<file path="src/rtl/logic_unit_pkg.sv">
// Shared op encoding and bitwise evaluation for the pipelined logic unit.
package logic_unit_pkg;

  localparam int LOGIC_MAX_W = 64;

  typedef logic [2:0] logic_op_t;

  localparam logic_op_t LOGIC_OP_AND   = 3'b000;
  localparam logic_op_t LOGIC_OP_OR    = 3'b001;
  localparam logic_op_t LOGIC_OP_XOR   = 3'b010;
  localparam logic_op_t LOGIC_OP_NOR   = 3'b011;
  localparam logic_op_t LOGIC_OP_ANDN  = 3'b100;
  localparam logic_op_t LOGIC_OP_ORN   = 3'b101;
  localparam logic_op_t LOGIC_OP_PASSA = 3'b110;
  localparam logic_op_t LOGIC_OP_PASSB = 3'b111;

  // Operands are zero-extended to LOGIC_MAX_W; callers keep the low bits.
  function automatic logic [LOGIC_MAX_W-1:0] logic_eval(
    input logic_op_t              op,
    input logic [LOGIC_MAX_W-1:0] a,
    input logic [LOGIC_MAX_W-1:0] b
  );
    logic [LOGIC_MAX_W-1:0] r;
    r = '0;
    unique case (op)
      LOGIC_OP_AND:   r = a & b;
      LOGIC_OP_OR:    r = a | b;
      LOGIC_OP_XOR:   r = a ^ b;
      LOGIC_OP_NOR:   r = ~(a | b);
      LOGIC_OP_ANDN:  r = a & ~b;
      LOGIC_OP_ORN:   r = a | ~b;
      LOGIC_OP_PASSA: r = a;
      LOGIC_OP_PASSB: r = b;
    endcase
    return r;
  endfunction

endpackage

</file>
<file path="src/rtl/logic_pipe_stage.sv">
// One valid/ready register slice carrying a result payload.
module logic_pipe_stage
  import logic_unit_pkg::*;
#(
  parameter int W = 33
) (
  input  logic         clk,
  input  logic         rst,
  input  logic         up_valid,
  input  logic [W-1:0] up_data,
  input  logic         dn_ready,
  output logic         dn_valid,
  output logic [W-1:0] dn_data
);

  logic         valid_q, valid_d;
  logic [W-1:0] data_q, data_d;
  logic         open;

  assign open = !valid_q || dn_ready;

  // Data only moves on a real load so the output holds when idle.
  always_comb begin
    valid_d = valid_q;
    data_d  = data_q;
    if (open) valid_d = up_valid;
    if (open && up_valid) data_d = up_data;
  end

  always_ff @(posedge clk or posedge rst) begin
    if (rst) begin
      valid_q <= 1'b0;
      data_q  <= '0;
    end else begin
      valid_q <= valid_d;
      data_q  <= data_d;
    end
  end

  assign dn_valid = valid_q;
  assign dn_data  = data_q;

endmodule

</file>
<file path="src/rtl/logic_unit_pipe.sv">
// Pipelined WIDTH-bit logic unit with valid/ready handshake and zero flag.
// Define LOGIC_UNIT_PIPE_PARITY_EN to add the out_parity output.
module logic_unit_pipe
  import logic_unit_pkg::*;
#(
  parameter int WIDTH   = 32,
  parameter int LATENCY = 2
) (
  input  logic             clk,
  input  logic             rst,
  input  logic             in_valid,
  output logic             in_ready,
  input  logic [2:0]       in_op,
  input  logic [WIDTH-1:0] in_a,
  input  logic [WIDTH-1:0] in_b,
  output logic             out_valid,
  input  logic             out_ready,
  output logic [WIDTH-1:0] out_result,
  output logic             out_zero
`ifdef LOGIC_UNIT_PIPE_PARITY_EN
  ,
  output logic             out_parity
`endif
);

`ifdef LOGIC_UNIT_PIPE_PARITY_EN
  localparam int PW = WIDTH + 2;
`else
  localparam int PW = WIDTH + 1;
`endif

  logic [LOGIC_MAX_W-1:0] full;
  logic [WIDTH-1:0]       res;
  logic                   unused_bits;
  logic [PW-1:0]          pd [LATENCY+1];
  logic [LATENCY-1:0]     vq;
  logic [LATENCY:0]       rdy;

  assign full        = logic_eval(in_op, LOGIC_MAX_W'(in_a), LOGIC_MAX_W'(in_b));
  assign res         = full[WIDTH-1:0];
  assign unused_bits = ^full;

`ifdef LOGIC_UNIT_PIPE_PARITY_EN
  assign pd[0] = {^res, res == '0, res};
`else
  assign pd[0] = {res == '0, res};
`endif

  // Flattened ready chain: a stage can move if any stage at or after
  // it is empty, or the consumer is taking the head.
  always_comb begin
    logic acc;
    rdy = '0;
    for (int k = 0; k <= LATENCY; k++) begin
      acc = out_ready;
      for (int j = k; j < LATENCY; j++) acc = acc | !vq[j];
      rdy[k] = acc;
    end
  end

  for (genvar k = 0; k < LATENCY; k++) begin : g_stage
    logic up_v;
    if (k == 0) begin : g_first
      assign up_v = in_valid;
    end else begin : g_next
      assign up_v = vq[k-1];
    end
    logic_pipe_stage #(.W(PW)) u_stage (
      .clk      (clk),
      .rst      (rst),
      .up_valid (up_v),
      .up_data  (pd[k]),
      .dn_ready (rdy[k+1]),
      .dn_valid (vq[k]),
      .dn_data  (pd[k+1])
    );
  end

  assign in_ready   = rdy[0];
  assign out_valid  = vq[LATENCY-1];
  assign out_result = pd[LATENCY][WIDTH-1:0];
  assign out_zero   = pd[LATENCY][WIDTH];
`ifdef LOGIC_UNIT_PIPE_PARITY_EN
  assign out_parity = pd[LATENCY][WIDTH+1];
`endif

endmodule
</file>
<file path="config.mk">
export PLATFORM = sky130hd
export DESIGN_NAME = logic_unit_pipe
export DESIGN_NICKNAME = d
export VERILOG_FILES = /design/src/rtl/logic_unit_pkg.sv /design/src/rtl/logic_pipe_stage.sv /design/src/rtl/logic_unit_pipe.sv
export SDC_FILE = /design/constraint.sdc
export NUM_CORES = 1
export LEC_CHECK = 0
export ABC_AREA = 1
export CAP_MARGIN = 20
export CORE_MARGIN = 4
export CORE_UTILIZATION = 55
export CTS_CLUSTER_DIAMETER = 150
export DETAILED_ROUTE_END_ITERATION = 10
export PLACE_DENSITY_LB_ADDON = 0.12
export SYNTH_ARGS = -nofsm -noshare
export SYNTH_HDL_FRONTEND = slang
export SYNTH_SLANG_ARGS = --single-unit
</file>
<file path="constraint.sdc">
create_clock -name clk -period 2.4 [get_ports clk]
set_input_delay 0.48 -clock clk [delete_from_list [all_inputs] [get_ports clk]]
set_output_delay 0.48 -clock clk [all_outputs]
set_load 0.01 [all_outputs]
</file>
# After elaboration in Yosys (flattened, before gate mapping)
# Cells that the tools add are included.
# classes
shifts,0
n_eq_ne,7
bitwise_logic,10
magnitude_cmp,0
n_mul,0
n_reduce_logical,8
add_sub_neg,0
mux,1
n_div,0
# op_table
operator,count
32-bit case mux with 8 select lines,1
32-bit AND,2
32-bit inverter,2
32-bit OR,2
32-bit logical NOT,1
32-bit bitwise XOR,1
"3-bit == test, second input constant",4
"3-bit by 2-bit == test with 1-bit output, second input constant",2
"3-bit by 1-bit == test with 1-bit output, second input constant",1
3-bit logical NOT,1
1-bit OR,3
1-bit logical AND,2
1-bit logical NOT,2
1-bit logical OR,2
# totals
output_inout_bits,35
ff_bits,68
latchBits,0
mem_count,0
romBits,0
ram_bits,0

# Logic depth before layout (Yosys ltp)
# depth
word_depth,4
depth_mapped,16
ltp_nobuf,14

# By module
# Synthesis repeated with hierarchy kept, for this count alone.
# hier_totals
hier_cells,1047
hier_area_um2,6592.6
# modules_own_cells
module,n_inst,area_each_um2,cells_each,seq_area_each_um2
logic_unit_pipe,1,3749.8,751,0.0
logic_pipe_stage,2,1421.4,148,850.8

# Worst setup path after synthesis
# No wires, ideal clock.
# synth_timing
path_type,input -> register
startpoint,input in_op[1]
endpoint,register g_stage[0].u_stage.data_q[32]
cell_stages,14
slack_ns,0.697
required_ns,2.284
setup_ns,0.116
arrival_time_ns,1.586
path_buffers,2
path_cell_list,buf_4 > nor2_1 > buf_4 > nand3_1 > nand2_1 > nor2_1 > nand2_1 > nand2_1 > nand3_1 > nor2_1 > nand2_1 > nor2_1 > nand2_1 > nand2_1
# synth_via
elab_chain_cells,3
elab_cells_between_ends,10
cone_classes,eq/ne (7); mux (1); reduce/logical (2)
# synth_lines
item,line,text
start: declaration,logic_unit_pipe.sv:13,"input logic [2:0] in_op,"
"3-bit == test, or another cell as far along",logic_unit_pkg.sv:25,unique case (op)
32-bit case mux with 8 select lines (*),logic_unit_pkg.sv:25,
32-bit logical NOT (*),logic_unit_pipe.sv:46,"assign pd[0] = {res == '0, res};"
end signal: assignment,logic_pipe_stage.sv:36,data_q <= data_d;
end: declaration,logic_pipe_stage.sv:17,"logic [W-1:0] data_q, data_d;"
# Mark *: on every way between the ends. The rest lies on a longest branch, timed or not.
# A chain may end at the register's enable or synchronous reset.

# Final worst setup path
# Same ends and word-level chain as after synthesis.

==> impl_metrics.ini <==
[detailed_routing]
avgRoutedWirePerCell_um = 13.5
drt_iter0_markers = 516
detail-route-antenna-nets = 0
drtPass1Iterations = 5
vias_per_cell = 5.01
totalWireLength_mm = 16.6
num_vias = 6182
drc = 0

[min_path]
whs_endpoint = g_stage[0].u_stage.dn_data[9]$_DFFE_PP0P_
holdPathStages = 2
hold_start = g_stage[0].u_stage.dn_data[9]$_DFFE_PP0P_
hp-class = reg -> reg

[yosys]
ys_seq_area_share_pct = 27.5
synth.distinct_cells = 27
syn_inst = 939
synth-seq-cells = 68
async_reset_ff_share_pct = 100
synth_area_um2 = 6180
yosysWarnings = 0
ys.flop_type = dfrtp_1
syn_nets = 1074
synth.avg_cell_area_um2 = 6.59
synth_edf_count = 0

[sta]
setup_tns_ps = 0
finalHoldViolCount = 0
fmax_mhz = 448
worst_clock_skew_ps = 4.52
fin_crit_sh_pct = 93.1
maxSlewViolCount = 0
slew_headroom_pct = 77.2
tightest_slew_ps = 342
min_period_ps = 2230
setup_viol = 0
setup_slack_ps = 166

[critical_path]
crit_path_max_incr_delay_ps = 550
r2r-start = g_stage[1].u_stage.dn_valid$_DFFE_PP0P_
path_class = in -> reg
cp_max_fo = 9
worstPathArrival_ps = 2500
path_cells = clkdlybuf4s50_1 > buf_4 > nand3_2 > inv_2 > buf_4 > nand2_1 > nand2_1 > inv_1 > nand2_1 > nor2_1 > nand2_1 > nor2_1 > nand2_1 > nor2_1 > nand2_1 > nand2_1
worst_ep_required_time_ps = 2660
worst-r2r-cell-count = 4
rrSetupSlack_ps = 1050
reg2reg_to = g_stage[0].u_stage.dn_data[18]$_DFFE_PP0P_
cp_slowest_cell = clkdlybuf4s50_1
crit_path_end_kind = flip-flop
cpMostUsedCell = nand2_1
startpoint_type = input port

[floorplanning]
die_h_um = 114
core.rowCount = 38
core_area_um2 = 10900
io_pins = 106
initial_core_util_pct = 56.6
fp.dieArea_um2 = 13000
die_width_um = 114

[final_layout]
drive_gt1_share_pct = 13.2
n_antenna_cell = 0
nNetsFinal = 1225
fin_cells = 1235
area_growth_syn_to_layout_pct = 32.2

[clocking]
holdBufCountCts = 0
cts_made_buffers = 9
cts.sinks = 68
clk_path_buf_depth = 2
cts_root_buf = clkbuf_16
insertion_delay_ps = 330
htree_levels = 3
path_clk_slew_ps = 60
cts_tree = built

[placement]
dp.cells = 1217
io_buffer_count = 105
dp_hpwl_mm = 12.5
gp_congestion = 0.886
preCtsSetupSlack_ps = -157

[power]
max-vdd-ir-drop_mv = 0.677
p_total_w = 0.00489
power_density_nw_per_um2 = 598
p_comb_share_pct = 35.7
p_sw_share_pct = 30.2
p_leak_nw = 4.43
power.switching_w = 0.00148
seqPwrFrac_pct = 33.4
clkPwrFrac_pct = 30.9
intPower_w = 0.00342

[global_route]
overflow = 0
first_global_vias = 5774
grt_max_degree = 69
antenna_found_initial = 0
grt_usage_pct = 26.1
grt_pass1_wl_mm = 27.4

[run_status]
outcome = finished, final reports clean

[job]
maxCapViolations = 0
==> final cells by class <==
type	instances	area (um2)
fill	891	2760
clock inverter	7	124
sequential	68	1700
inverter	153	574
timing repair buffer	180	1700
tap	140	175
clock buffer	9	225
multi-input combinational	678	3680
==> state kept, by name, summed over array words and instances, names as in the netlist <==
register and cells:
g_stage.u_stage.dn_data 66, g_stage.u_stage.dn_valid 2
==> cell usage after synthesis, types with 12 or more instances <==
library cell / count / area (um2)
nand2_1: 350 / 1310
inv_1: 144 / 541
nor2_1: 88 / 330
dfrtp_1: 68 / 1700
ha_1: 64 / 801
o21ai_0: 54 / 270
mux2_2: 33 / 372
nand3_1: 16 / 80.1
nor3_1: 16 / 80.1
buf_2: 13 / 65.1
xnor2_1: 13 / 114
clkbuf_1: 12 / 45.0
nand4_1: 12 / 75.1
==> power groups by stage <==
stage,registers [W],clock network (W),logic (W)
2_1_floorplan,0.00170,0,0.000763
3_3_place_gp,0.00163,0,0.00169
3_5_place_dp,0.00165,0,0.00173
4_1_cts,0.00164,0.00153,0.00175
5_1_grt,0.00167,0.00159,0.00192
6_report,0.00163,0.00151,0.00175
==> worst max-delay path: cells and delay by family <==
family                 cells  cell delay (ps)
buffers and inverters      5             1120
AND/OR/NAND/NOR           11              900
==> cell families (layout without fill, tap and decap cells) <==
logic type,Yosys count,after routing,share of synthesized area (%)
buffers and inverters,193,349,13.3
AOI/OAI and AO/OA,72,72,6.15
xor gates and xnor gates,13,13,1.84
DFF,68,68,27.5
adders and majority gates,64,64,12.9
muxes,33,33,6.01
and+or+nand+nor,496,496,32.2
==> per-stage QoR <==
step / hold slack [ps] / cell area [um2] / utilization, %
detailed placement: 471 / 7800 / 71.3
floorplan: 445 / 6180 / -
finish: 487 / 8170 / 74.7
global route: 513 / 8170 / 74.7
CTS: 489 / 8150 / 74.5
global placement: 463 / 7800 / 71.3
==> metal layers <==
metal  global-route usage (%)  share of wire (%)  up-vias
met3                     2.97                6.8       29
met5                        0                  0        -
met4                     7.36                1.7        0
met1                     34.4                 44     2770
li1                         -                  -     3158
met2                     45.4                 48      225
==> cell usage in the layout, fill, tap and decap left out, types with 7 or more instances in the layout <==
cell type / synthesis / final
nand3_1: 16 / 16
clkdlybuf4s50_1: 0 / 104
clkbuf_16: 0 / 9
a21oi_1: 9 / 9
buf_12: 0 / 7
mux2_2: 33 / 33
nor3_1: 16 / 16
xnor2_1: 13 / 13
a211oi_1: 7 / 7
ha_1: 64 / 64
nor2_1: 88 / 84
o21ai_0: 54 / 54
nand4_1: 12 / 12
buf_4: 8 / 68
nand2_1: 350 / 349
dfrtp_1: 68 / 68
inv_1: 144 / 143
==> what timing repair did <==
item                                    CTS  global route
endpoints found under the setup margin    0             1
setup buffers                             0             2
resized for setup                         0             3
==> worst max path at each step <==
stage,slack (ps),startpoint,endpoint,cells past startpoint
3_3_place_gp,-150,in_op[1],g_stage[0].u_stage.dn_data[32]$_DFFE_PP0P_,16
4_1_cts,180,in_op[1],g_stage[0].u_stage.dn_data[32]$_DFFE_PP0P_,16
3_5_place_dp,-160,in_op[1],g_stage[0].u_stage.dn_data[32]$_DFFE_PP0P_,16
2_1_floorplan,210,rst,g_stage[0].u_stage.dn_data[0]$_DFFE_PP0P_,1
5_1_grt,-30,in_op[0],g_stage[0].u_stage.dn_data[32]$_DFFE_PP0P_,16
6_report,170,in_op[1],g_stage[0].u_stage.dn_data[32]$_DFFE_PP0P_,16
No activity file was read; power rests on OpenSTA's default activity.
